File: src/rtl/ps2_link_pkg.sv
// Shared types for the PS/2 link layer: FSM states, FIFO entry layout and
// the odd-parity helper used on both the receive and transmit paths.
package ps2_link_pkg;

  typedef enum logic [2:0] {
    ST_IDLE,
    ST_RX,
    ST_TX_INHIBIT,
    ST_TX_START,
    ST_TX_BITS,
    ST_TX_ACK,
    ST_ACK_HOLD
  } ps2_link_state_t;

  typedef struct packed {
    logic       error;
    logic [7:0] data;
  } ps2_fifo_entry_t;

  // Parity bit that makes the nine transmitted bits contain an odd number of ones.
  function automatic logic odd_parity(input logic [7:0] data);
    return ~^data;
  endfunction

endpackage

File: src/rtl/ps2_link_fifo.sv
// Show-ahead receive FIFO. Pointers carry one extra wrap bit so full and
// empty are told apart without a separate count. A push arriving while full
// is still accepted when the head is popped in the same cycle.
module ps2_link_fifo
  import ps2_link_pkg::*;
#(
  parameter int DEPTH = 4
) (
  input  logic            clk,
  input  logic            reset,
  input  logic            push,
  input  ps2_fifo_entry_t push_data,
  input  logic            pop,
  output ps2_fifo_entry_t head,
  output logic            full,
  output logic            empty
);

  localparam int AW = $clog2(DEPTH);

  ps2_fifo_entry_t mem [DEPTH];
  logic [AW:0]     wr_ptr;
  logic [AW:0]     rd_ptr;
  logic            wr_en;
  logic            rd_en;

  assign empty = (wr_ptr == rd_ptr);
  assign full  = (wr_ptr[AW] != rd_ptr[AW]) && (wr_ptr[AW-1:0] == rd_ptr[AW-1:0]);
  assign wr_en = push && (!full || pop);
  assign rd_en = pop && !empty;
  assign head  = empty ? '0 : mem[rd_ptr[AW-1:0]];

  // Pointer update; both wrap naturally through the extra MSB.
  always_ff @(posedge clk or posedge reset) begin
    if (reset) begin
      wr_ptr <= '0;
      rd_ptr <= '0;
    end else begin
      if (wr_en) wr_ptr <= wr_ptr + 1'b1;
      if (rd_en) rd_ptr <= rd_ptr + 1'b1;
    end
  end

  // Storage write; contents are only visible through head when non-empty.
  always_ff @(posedge clk) begin
    if (wr_en) mem[wr_ptr[AW-1:0]] <= push_data;
  end

endmodule

File: src/rtl/ps2_link.sv
// PS/2 link layer: clock filter, device-to-host receiver into a FIFO and
// host-to-device command transmitter with acknowledge reporting.
// Optional watchdog on stalled frames: define PS2_LINK_TIMEOUT_EN.
//
// state         | meaning
// ST_IDLE       | waiting for a start bit or a command
// ST_RX         | shifting in data, parity and stop bits
// ST_TX_INHIBIT | holding the clock low to claim the bus
// ST_TX_START   | data low, clock released (start bit)
// ST_TX_BITS    | driving data/parity on each fall, then releasing for stop
// ST_TX_ACK     | sampling the device acknowledge on the next fall
// ST_ACK_HOLD   | presenting the command result until accepted
module ps2_link
  import ps2_link_pkg::*;
#(
  parameter int CLK_HZ     = 50_000_000,
  parameter int FILTER_LEN = 8,
  parameter int FIFO_DEPTH = 4,
  parameter int TIMEOUT_US = 2000
) (
  input  logic       clk,
  input  logic       reset,
  input  logic       ps2_clk_in,
  input  logic       ps2_data_in,
  output logic       ps2_clk_out,
  output logic       ps2_data_out,
  output logic       ps2_clk_oe,
  output logic       ps2_data_oe,
  input  logic       command_valid,
  output logic       command_ready,
  input  logic [7:0] command_byte,
  output logic       command_ack_valid,
  input  logic       command_ack_ready,
  output logic       command_ack_error,
  output logic       scan_code_valid,
  input  logic       scan_code_ready,
  output logic [7:0] scan_code_byte,
  output logic       scan_code_error,
  output logic       rx_overflow
);

  localparam int INHIBIT_CYC = CLK_HZ / 10000;
  localparam int TW          = $clog2(INHIBIT_CYC + 1);
  localparam int FW          = $clog2(FILTER_LEN + 1);
  localparam int WD_CYC      = CLK_HZ / 1_000_000 * TIMEOUT_US;
  localparam int WW          = $clog2(WD_CYC + 1);

  ps2_link_state_t state, state_n;
  logic [FW-1:0]   filt_cnt;
  logic            filt_clk, fall, fall_d;
  logic [3:0]      bit_cnt;
  logic [7:0]      rx_shift;
  logic            rx_par;
  logic [8:0]      tx_bits;
  logic [TW-1:0]   timer;
  logic            clk_oe_n, data_oe_n, ack_err_n, latch_cmd, push_req, wd_expire;
  logic            fifo_full, fifo_empty, pop;
  ps2_fifo_entry_t push_data, head;

  assign ps2_clk_out  = 1'b0;
  assign ps2_data_out = 1'b0;

  // Clock filter: level flips after FILTER_LEN consecutive samples of the new level.
  assign fall_d = filt_clk && !ps2_clk_in && (filt_cnt == FW'(FILTER_LEN - 1));
  always_ff @(posedge clk or posedge reset) begin
    if (reset) begin
      filt_clk <= 1'b1;
      filt_cnt <= '0;
      fall     <= 1'b0;
    end else begin
      fall <= fall_d;
      if (ps2_clk_in == filt_clk) begin
        filt_cnt <= '0;
      end else if (filt_cnt == FW'(FILTER_LEN - 1)) begin
        filt_clk <= ps2_clk_in;
        filt_cnt <= '0;
      end else begin
        filt_cnt <= filt_cnt + 1'b1;
      end
    end
  end

`ifdef PS2_LINK_TIMEOUT_EN
  logic          watch;
  logic [WW-1:0] wd_cnt;
  assign watch     = state inside {ST_RX, ST_TX_START, ST_TX_BITS, ST_TX_ACK};
  assign wd_expire = watch && !fall && (wd_cnt == '0);
  // Watchdog down-counter: reloads on every fall and outside watched states.
  always_ff @(posedge clk or posedge reset) begin
    if (reset)                wd_cnt <= WW'(WD_CYC - 1);
    else if (!watch || fall)  wd_cnt <= WW'(WD_CYC - 1);
    else if (wd_cnt != '0)    wd_cnt <= wd_cnt - 1'b1;
  end
`else
  logic unused_wd;
  assign unused_wd = ^WW'(WD_CYC);
  assign wd_expire = 1'b0;
`endif

  assign push_data.data  = rx_shift;
  assign push_data.error = (odd_parity(rx_shift) != rx_par) || !ps2_data_in;
  assign pop             = scan_code_valid && scan_code_ready;
  assign rx_overflow     = push_req && fifo_full && !pop;

  // Next state, next line drives and command result.
  always_comb begin
    state_n   = state;
    clk_oe_n  = 1'b0;
    data_oe_n = 1'b0;
    ack_err_n = command_ack_error;
    latch_cmd = 1'b0;
    push_req  = 1'b0;
    case (state)
      ST_IDLE: begin
        if (fall && !ps2_data_in) begin
          state_n = ST_RX;
        end else if (command_valid && command_ready) begin
          state_n   = ST_TX_INHIBIT;
          clk_oe_n  = 1'b1;
          latch_cmd = 1'b1;
        end
      end
      ST_RX: begin
        if (fall && bit_cnt == 4'd10) begin
          state_n  = ST_IDLE;
          push_req = 1'b1;
        end else if (wd_expire) begin
          state_n = ST_IDLE;
        end
      end
      ST_TX_INHIBIT: begin
        if (timer == '0) begin
          state_n   = ST_TX_START;
          data_oe_n = 1'b1;
        end else begin
          clk_oe_n = 1'b1;
        end
      end
      ST_TX_START: begin
        if (wd_expire) begin
          state_n   = ST_ACK_HOLD;
          ack_err_n = 1'b1;
        end else begin
          state_n   = ST_TX_BITS;
          data_oe_n = 1'b1;
        end
      end
      ST_TX_BITS: begin
        data_oe_n = ps2_data_oe;
        if (wd_expire) begin
          state_n   = ST_ACK_HOLD;
          data_oe_n = 1'b0;
          ack_err_n = 1'b1;
        end else if (fall) begin
          data_oe_n = (bit_cnt < 4'd9) ? !tx_bits[bit_cnt] : 1'b0;
          if (bit_cnt == 4'd10) state_n = ST_TX_ACK;
        end
      end
      ST_TX_ACK: begin
        if (fall) begin
          state_n   = ST_ACK_HOLD;
          ack_err_n = ps2_data_in;
        end else if (wd_expire) begin
          state_n   = ST_ACK_HOLD;
          ack_err_n = 1'b1;
        end
      end
      ST_ACK_HOLD: begin
        if (command_ack_ready) begin
          state_n   = ST_IDLE;
          ack_err_n = 1'b0;
        end
      end
      default: state_n = ST_IDLE;
    endcase
  end

  // State, registered line drives, bit counting and shift registers.
  always_ff @(posedge clk or posedge reset) begin
    if (reset) begin
      state             <= ST_IDLE;
      ps2_clk_oe        <= 1'b0;
      ps2_data_oe       <= 1'b0;
      command_ready     <= 1'b0;
      command_ack_error <= 1'b0;
      bit_cnt           <= '0;
      rx_shift          <= '0;
      rx_par            <= 1'b0;
      tx_bits           <= '0;
      timer             <= '0;
    end else begin
      state             <= state_n;
      ps2_clk_oe        <= clk_oe_n;
      ps2_data_oe       <= data_oe_n;
      command_ready     <= (state_n == ST_IDLE) && !fall_d;
      command_ack_error <= ack_err_n;
      if (state_n != state)  bit_cnt <= (state_n == ST_RX) ? 4'd1 : 4'd0;
      else if (fall)         bit_cnt <= bit_cnt + 1'b1;
      if (state == ST_RX && fall) begin
        if (bit_cnt <= 4'd8) rx_shift <= {ps2_data_in, rx_shift[7:1]};
        if (bit_cnt == 4'd9) rx_par <= ps2_data_in;
      end
      if (latch_cmd) begin
        tx_bits <= {odd_parity(command_byte), command_byte};
        timer   <= TW'(INHIBIT_CYC - 1);
      end else if (state == ST_TX_INHIBIT && timer != '0) begin
        timer <= timer - 1'b1;
      end
    end
  end

  assign command_ack_valid = (state == ST_ACK_HOLD);

  ps2_link_fifo #(.DEPTH(FIFO_DEPTH)) u_fifo (
    .clk       (clk),
    .reset     (reset),
    .push      (push_req),
    .push_data (push_data),
    .pop       (pop),
    .head      (head),
    .full      (fifo_full),
    .empty     (fifo_empty)
  );

  assign scan_code_valid = !fifo_empty;
  assign scan_code_byte  = head.data;
  assign scan_code_error = head.error;

endmodule

File: config.mk
export PLATFORM = sky130hd
export DESIGN_NAME = ps2_link
export DESIGN_NICKNAME = d
export VERILOG_FILES = /design/src/rtl/ps2_link_pkg.sv /design/src/rtl/ps2_link_fifo.sv /design/src/rtl/ps2_link.sv
export SDC_FILE = /design/constraint.sdc
export NUM_CORES = 1
export LEC_CHECK = 0
export ABC_AREA = 1
export CAP_MARGIN = 20
export CELL_PAD_IN_SITES_DETAIL_PLACEMENT = 1
export CELL_PAD_IN_SITES_GLOBAL_PLACEMENT = 2
export CORE_ASPECT_RATIO = 0.8
export CORE_UTILIZATION = 41
export CTS_BUF_LIST = sky130_fd_sc_hd__clkbuf_8
export CTS_CLUSTER_DIAMETER = 200
export DETAILED_ROUTE_END_ITERATION = 10
export GPL_TIMING_DRIVEN = 0
export HOLD_SLACK_MARGIN = 0.12
export PLACE_DENSITY = 0.83
export SETUP_SLACK_MARGIN = 0.2
export SLEW_MARGIN = 40
export SYNTH_ARGS = -nofsm -noshare
export SYNTH_HDL_FRONTEND = slang
export SYNTH_SLANG_ARGS = --single-unit
File: constraint.sdc
create_clock -name clk -period 4.4 [get_ports clk]
set_input_delay 0.88 -clock clk [delete_from_list [all_inputs] [get_ports clk]]
set_output_delay 0.88 -clock clk [all_outputs]
set_load 0.005 [all_outputs]
; Word level (Yosys, flattened, before mapping)
; Memories as Yosys holds them, arrays and structs flattened.
; Cells that the tools add are included.
[word_totals]
regBits = 54
latchBits = 0
ram_bits = 36
mem_bits_ro = 0
inputBits = 15
output_inout_bits = 18
word_cells = 115
memories = 1
[op_classes]
add_sub_neg = 5
n_mul = 0
n_div = 0
n_lt_le_gt_ge = 3
eq_ne = 19
shifts = 0
muxes = 35
bitwise_logic = 1
n_reduce_logical = 36
[memory_table]
columns = name, words, width, rd, rd_ports_with_merged_regs, wr, line
row1 = u_fifo.mem, 4, 9, 1, 0, 1, ps2_link_fifo.sv:21  ; ps2_fifo_entry_t mem [DEPTH];
[op_table]
columns = cell, count
row1 = $mux 13, 2
row2 = $mux 3, 8
row3 = $pmux 3 s7, 1
row4 = $mux 4, 4
row5 = $reduce_xnor 8->1, 2
row6 = $mux 1, 15
row7 = $logic_and 1x1->1, 14
row8 = $logic_not 13->1, 1
row9 = $reduce_bool 13->1, 1
row10 = $sub 13x1->13 const B, 1
row11 = $eq 3x3->1 const B, 3
row12 = $mux 9, 1
row13 = $add 4x1->4 const B, 2
row14 = $eq 4x4->1 const B, 2
row15 = $logic_not 1->1, 7
row16 = $add 3x1->3 const B, 2
row17 = $eq 3x1->1 const B, 2
row18 = $eq 3x2->1 const B, 2
row19 = $logic_not 3->1, 2
row20 = $reduce_and 2->1, 3
row21 = $reduce_bool 2->1, 3
row22 = $lt 4x5->1 const B, 1
row23 = $bmux 1 s4, 1
row24 = $eq 4x3->1 const B, 1
row25 = other kinds (14), 18

; Logic depth before layout (Yosys ltp)
; Gate-level depths: netlist (run 1).
[depth]
ltp_word = 7
mapped_depth = 14
mapped_depth_nobuf = 13

; Cells and area by module
; From an unflattened synthesis (run 1), not the netlist that was laid out.
[unflattened]
cells_unflattened = 526
area_unflattened_um2 = 4605.7
[by_module_without_submodules]
columns = mod, n_inst, cells_per_inst, area_each_um2, seq_area_each_um2
row1 = ps2_link, 1, 349, 2697.6, 1202.4
row2 = ps2_link_fifo, 1, 177, 1908.1, 1231.2

; Worst setup path before layout (run 1)
; OpenSTA, ideal clock, no wires.
[synth_path]
path_type = register to output
from = reg u_fifo.rd_ptr[0]
to = out scan_code_byte[0]
t_arrival_ps = 1219
path_slack_ps = 2301
stages_incl_launch_ff = 8
n_path_buf = 2
cell_sequence = dfrtp_1 inv_1 clkbuf_1 buf_2 nor2_1 o32ai_1 nand2_1 inv_1
[synth_between]
elab_chain_len = 2
word_cells_on_any_way = 3
[synth_lines]
columns = item, line
row1 = "start, declared", ps2_link_fifo.sv:23  ; logic [AW:0] rd_ptr;
row2 = "start signal, assigned", ps2_link_fifo.sv:40  ; if (rd_en) rd_ptr <= rd_ptr + 1'b1;
row3 = $mem_v2 4x9 / $eq 3x3->1 (equally long branches), -
row4 = $mux 9 *, ps2_link_fifo.sv:31  ; assign head = empty ? '0 : mem[rd_ptr[AW-1:0]];
row5 = "end, declared", ps2_link.sv:37  ; output logic [7:0] scan_code_byte,
; Every way passes the cells marked *; elsewhere a longest branch is shown, timed or not.

; Worst setup path in the final report (run 1)
[layout_path]
from = reg u_fifo.rd_ptr[0]
to = out scan_code_byte[1]
; Same word-level chain as after synthesis.

==> impl_metrics.csv, run 1 <==
group,metric,value,unit
outcome,status,"completed",
global_route,grt_max_degree,41,
yosys,synth_top_area_share,29.2,%
yosys,synth_edf_count,36,
yosys,synthFlopType,"dfrtp_1",
cts,clock_latency,0.37,ns
setup_path,r2r_cells,9,
detailed_routing,route.antenna.remaining_nets,0,
setup_path,cp_num_buf_inv,5,
hold_path,whs_path_depth,1,
timing,hold_viol_final,0,
global_route,grt_util_all_layers,20.6,%
finish,num_antenna_cells,0,
timing,fin_tns_setup,0,ns
floorplanning,dieArea,11500,µm²
setup_path,cp_max_fo,10,
finish,layout-drive-gt1-share,11.6,%
timing,slew_violations,0,
detailed_routing,route.detailed.wl_per_inst,15.4,µm
setup_path,startpoint_type,"flop",
cts,cts_sinks,90,
timing,max_slew_margin,63.0,%
finish,areaGrowthSynthToFinish,15.6,%
global_route,grt_pass1_vias,3603,
detailed_routing,drc,0,
setup_path,criticalPathCategory,"reg -> out",
setup_path,cp_cell_sequence,"inv_1, clkbuf_1, buf_2, nor2_1, o32ai_1, nand2_1, inv_1, clkdlybuf4s50_1",
setup_path,cp.arrival,2.62,ns
detailed_routing,wl,10.6,mm
power,power.total,2710,µW
cts,clkTransAtPathRegs,0.10,ns
floorplanning,num_rows,33,
placed_design,port_buffers,30,
floorplanning,die_x,120,µm
detailed_routing,drtIter0Drc,161,
floorplanning,pin_count,33,
finish,mostFrequentLayoutCell,"nand2_1",
global_route,grt-ovfl-total,0,
yosys,yosysSeqAreaShare,53.5,%
setup_path,cp.depth,8,
floorplanning,initial_core_util,43.2,%
yosys,ys_async_sr_fraction,60.0,%
setup_path,path_delay_family,"buffers and inverters",
timing,finClkSkew,0.0140,ns
timing,max_freq,0.286,GHz
yosys,syn_avg_cell_area,9.06,µm²
yosys,yosysWarnings,0,
timing,rsz0062_at_grt,"no",
yosys,yosys.area.top_type,"dfrtp_1",
yosys,synth_area,4550,µm²
cts,cts_setup_buffers,0,
setup_path,worst_path_max_delay_cell,"clkdlybuf4s50_1",
setup_path,crit_path_end_kind,"primary output",
detailed_routing,first_pass_iters,4,
floorplanning,die_y,96.2,µm
cts,clockBufferDepth,2,
timing,setup_viol,0,
placed_design,hpwl,7.69,mm
timing,fin_crit,3.50,ns
cts,cts-root-buf,"clkbuf_8",
detailed_routing,via_per_inst,4.92,
cts,cts-hold-fix-buffers,0,
power,p_per_area,515,nW/µm²
placed_design,routabilityCongestion,0.769,
yosys,ys_types,36,
power,power_leakage,0.00235,µW
finish,final_cell_mix,"nand2_1, nor2_1, dfrtp_1",
timing,worst_pin_slew,0.554,ns
timing,finalCritPeriodShare,79.5,%
global_route,antenna_found_initial,0,
power,vdd_ir_drop_max,190,µV
cts,cts_buffers,9,
global_route,grt_pass1_wl,18.0,mm
yosys,synthCells,502,
cts,cts_tree,"built",
cts,ctsResizeCount,0,
yosys,yosys-top-cells-area,"dfrtp_1, edfxtp_1, nand2_1",
yosys,synth_seq_cells,90,
cts,htreeDepth,3,
setup_path,path_common_cell,"inv_1",
setup_path,max_stage_delay,0.49,ns
run,maxCapViolCount,0,
hold_path,hold_class,"reg -> reg",
setup_path,cp.required,3.52,ns
finish,nNetsFinal,573,
detailed_routing,routed-via-count,3396,
floorplanning,core-area,10500,µm²
layer usage:
layer,vias up,GRT usage (%),routed length (µm)
met5,-,0,0
met3,9,4.21,292
met1,1636,25.5,5040
met4,0,6.04,116
li1,1708,-,-
met2,43,36.7,5150
state kept, by name (all words and copies together), names as in the netlist, 3 cells and up:
name / flops
u_fifo.wr_ptr: 3
u_fifo.rd_ptr: 3
filt_cnt: 4
timer: 13
state: 3
rx_shift: 8
bit_cnt: 4
u_fifo.mem: 36
tx_bits: 9
cell usage after synthesis, types with 2 or more instances:
cell and instances:
inv_1 52, clkbuf_1 4, a21oi_2 4, inv_4 2
nand2_1 115, nand4_1 8, nand3_1 22, o21ai_1 11
a21oi_1 11, nor3_1 3, nor2_1 65, buf_4 4
nand2_2 4, xor2_1 15, buf_2 5, o21ai_0 23
nand3b_1 2, edfxtp_1 36, nor2_2 11, xnor2_1 11
ha_1 13, o32ai_1 9, dfrtp_1 53, inv_2 4
nor2_4 3, buf_6 2
worst paths after layout:
kind	endpoint	startpoint	slack, ns
worst max-delay path	scan_code_byte[1]	u_fifo.rd_ptr[0]	0.90
worst min-delay path	filt_cnt[0]	filt_cnt[0]	0.47
worst max register to register	u_fifo.mem[1][2]	bit_cnt[0]	2.08
worst min register to register	filt_cnt[0]	filt_cnt[0]	0.47
max in group asynchronous	tx_bits[6]	reset	3.12
min in group asynchronous	u_fifo.rd_ptr[2]	reset	0.77
area by class of cell:
type                    count  area (µm²)
clock inverters             7        77.6
repair buffers             31         320
clock buffers               9         124
plain buffers              16        96.3
well taps                 140         175
flip-flops and latches     90        2430
fillers                  1252        5270
multi-input cells         339        1810
inverters                  58         225
through the flow:
step | hold WS (ns) | instances | utilization, % | setup WS (ns) | area (µm²)
after floorplan | 0.430 | 503 | - | 2.21 | 4550
after detailed placement | 0.460 | 674 | 48.0 | 1.15 | 5050
after global placement | 0.456 | 673 | 47.7 | 1.01 | 5030
after CTS | 0.473 | 690 | 49.9 | 0.869 | 5260
after global routing | 0.509 | 690 | 49.9 | 0.746 | 5260
final | 0.470 | 690 | 49.9 | 0.902 | 5260
logic make-up (layout without fill, tap and decap cells):
| kind of cell | Yosys count | count (layout) | synth area share, % |
|---|---|---|---|
| multiplexers | 1 | 1 | 0.330 |
| XOR/XNOR | 26 | 26 | 5.01 |
| AND/OR/NAND/NOR | 235 | 235 | 22.4 |
| buffers and inverters | 74 | 121 | 7.02 |
| adder cells (fa/ha/maj) | 13 | 13 | 3.58 |
| AO/OA/AOI/OAI | 62 | 62 | 8.09 |
| flip-flops | 90 | 90 | 53.5 |
| other | 1 | 2 | 0.0825 |
where the power goes:
| group | total, µW | switching (µW) | leakage, µW | internal (µW) |
|---|---|---|---|---|
| sequential | 1130 | 117 | 0.00101 | 1010 |
| combinational | 994 | 570 | 0.00123 | 424 |
| clock | 587 | 319 | 0.0000996 | 269 |
(Power assumes the default switching activity.)
==> run 2, diff against run 1 <==
--- a/config.mk
+++ b/config.mk
@@ -10,13 +10,13 @@
 export CELL_PAD_IN_SITES_DETAIL_PLACEMENT = 1
 export CELL_PAD_IN_SITES_GLOBAL_PLACEMENT = 2
 export CORE_ASPECT_RATIO = 0.8
-export CORE_UTILIZATION = 41
+export CORE_UTILIZATION = 38
 export CTS_BUF_LIST = sky130_fd_sc_hd__clkbuf_8
 export CTS_CLUSTER_DIAMETER = 200
 export DETAILED_ROUTE_END_ITERATION = 10
 export GPL_TIMING_DRIVEN = 0
 export HOLD_SLACK_MARGIN = 0.12
-export PLACE_DENSITY = 0.83
+export PLACE_DENSITY = 0.78
 export SETUP_SLACK_MARGIN = 0.2
 export SLEW_MARGIN = 40
 export SYNTH_ARGS = -nofsm -noshare
==> constraint.sdc (replaced) <==
create_clock -name clk -period 3.4 [get_ports clk]
set_input_delay 0.68 -clock clk [delete_from_list [all_inputs] [get_ports clk]]
set_output_delay 0.68 -clock clk [all_outputs]
set_load 0.005 [all_outputs]
==> run 2 against run 1 <==
Compared with the run above: worst hold slack improved by 0.0092 ns; combinational power increased by 29%; flip-flop and latch count unchanged; utilization down 4.4 points; clock skew about the same; worst setup slack worse by 0.53 ns; clock power increased by 32%; critical path depth did not move; global-route usage is 2.4 points lower; via count up 0.24%; critical path type unchanged; critical endpoint is now rx_overflow; largest cell class unchanged; largest power group unchanged.
==> impl_metrics.csv, run 2 (synthesized netlist as in run 1, its figures left out) <==
group,metric,value,unit
setup_path,crit_path_end_kind,"primary output",
finish,final_cell_mix,"nand2_1, nor2_1, dfrtp_1",
power,power_leakage,0.00235,µW
floorplanning,core-area,11600,µm²
floorplanning,die_y,99.8,µm
cts,cts_setup_buffers,0,
finish,largest_register_ff_count,36,
setup_path,r2r_slack,0.87,ns
finish,layout-drive-gt1-share,12.5,%
finish,mostFrequentLayoutCell,"nand2_1",
global_route,grt_use_met2,31.5,%
detailed_routing,via_per_inst,4.88,
timing,fin_crit,3.03,ns
global_route,grt_use_met1,22.9,%
finish,areaGrowthSynthToFinish,16.2,%
detailed_routing,route.detailed.wl_per_inst,14.7,µm
cts,cts_tree,"built",
setup_path,cp.arrival,2.35,ns
timing,setup_slack,0.374,ns
power,vdd_ir_drop_max,337,µV
timing,max_freq,0.330,GHz
run,maxCapViolCount,0,
cts,cts-root-buf,"clkbuf_8",
floorplanning,initial_core_util,39.2,%
placed_design,post-place-ws,0.496,ns
finish,multi_input_area,1810,µm²
global_route,grt_pass1_vias,3589,
setup_path,worst_path_max_delay_cell,"clkdlybuf4s50_1",
floorplanning,pin_count,33,
global_route,grt_pass1_wl,17.7,mm
placed_design,hpwl,7.55,mm
timing,slew_violations,0,
timing,hold_viol_final,0,
global_route,top_usage_layer,"met2",
detailed_routing,route.antenna.remaining_nets,0,
setup_path,cp_cell_sequence,"buf_2, inv_1, ha_1, nand2_1, inv_1, nand2_1, nor3_2, clkdlybuf4s50_1",
timing,fin_tns_setup,0,ns
timing,max_slew_margin,46.3,%
setup_path,startpoint_type,"flop",
cts,cts-hold-fix-buffers,0,
global_route,grt-ovfl-total,0,
setup_path,criticalPathCategory,"reg -> out",
setup_path,cp.required,2.72,ns
cts,cts_buffers,9,
finish,fin_util,45.5,%
setup_path,cp_max_fo,8,
floorplanning,dieArea,12400,µm²
detailed_routing,wl,10.2,mm
cts,clock_latency,0.37,ns
power,p_per_area,664,nW/µm²
finish,nNetsFinal,573,
detailed_routing,drc,0,
cts,clockBufferDepth,2,
timing,worst_pin_slew,0.803,ns
floorplanning,die_x,124,µm
global_route,antenna_found_initial,0,
detailed_routing,first_pass_iters,4,
global_route,grt_max_degree,37,
cts,cts_sinks,90,
detailed_routing,drtIter0Drc,104,
global_route,grt_util_all_layers,18.2,%
floorplanning,num_rows,35,
hold_path,hold_class,"reg -> reg",
global_route,grt_use_met3,3.68,%
finish,num_antenna_cells,0,
placed_design,routabilityCongestion,0.801,
detailed_routing,routed-via-count,3404,
cts,clkTransAtPathRegs,0.10,ns
timing,finClkSkew,0.0145,ns
timing,setup_viol,0,
cts,htreeDepth,3,
setup_path,max_stage_delay,0.54,ns
finish,regArea,2430,µm²
outcome,status,"completed",
timing,rsz0062_at_grt,"no",
cts,ctsResizeCount,1,
timing,finalCritPeriodShare,89.0,%
placed_design,port_buffers,30,
timing,hold_slack,0.480,ns
finish,fillers,1344,
==> run 2: cell types whose count changed in the layout (fill, tap and decap cells not counted), sizes merged <==
cell / delta
buf: -1
inv: +1
clkinv: +1
clkinvlp: -2
clkbuf: +1
==> run 2: layout make-up <==
| class | count | share of cell area (%) |
|---|---|---|
| buffer | 16 | 1.92 |
| clock buffer | 9 | 2.35 |
| clock inverter | 7 | 1.59 |
| inverter | 58 | 4.26 |
| multi-input combinational | 339 | 34.2 |
| sequential | 90 | 46.1 |
| tap | 148 | 3.51 |
| timing repair buffer | 31 | 6.06 |
==> run 2: critical path, delay by kind of cell (launching register included) <==
kind                     cells  cell delay [ns]
AND/OR/NAND/NOR              3             0.41
flip-flops                   1             0.43
buffers and inverters        4             0.97
adder cells (fa/ha/maj)      1             0.17
==> run 2: where the power goes <==
part           switching (µW)  internal (µW)  total, µW  leakage, µW
Combinational             727            549       1280      0.00124
Clock                     416            357        773     0.000108
Sequential                149           1310       1460     0.000995
==> run 2: path summary, 6_finish.rpt <==
path | cells after the start | start | end
setup / recovery | 8 | bit_cnt[0] | rx_overflow
hold / removal | 1 | filt_cnt[0] | filt_cnt[0]
setup reg to reg | 9 | bit_cnt[0] | u_fifo.mem[2][3]
hold reg to reg | 1 | filt_cnt[0] | filt_cnt[0]
max in group asynchronous | 3 | reset | rx_par
min in group asynchronous | 2 | reset | timer[12]
==> run 2: per-layer routing <==
layer	wire length, µm	part of all wire (%)
met5	0	0
met4	153	1.5
met1	4790	47
met3	315	3.1
met2	4980	49
==> run 2: metrics by stage <==
stage | area, µm² | total power, µW | instances
floorplan | 4550 | 2270 | 503
global placement | 5040 | 2730 | 681
detailed placement | 5060 | 2780 | 682
CTS | 5270 | 3570 | 698
global route | 5280 | 3800 | 698
finish | 5280 | 3510 | 698
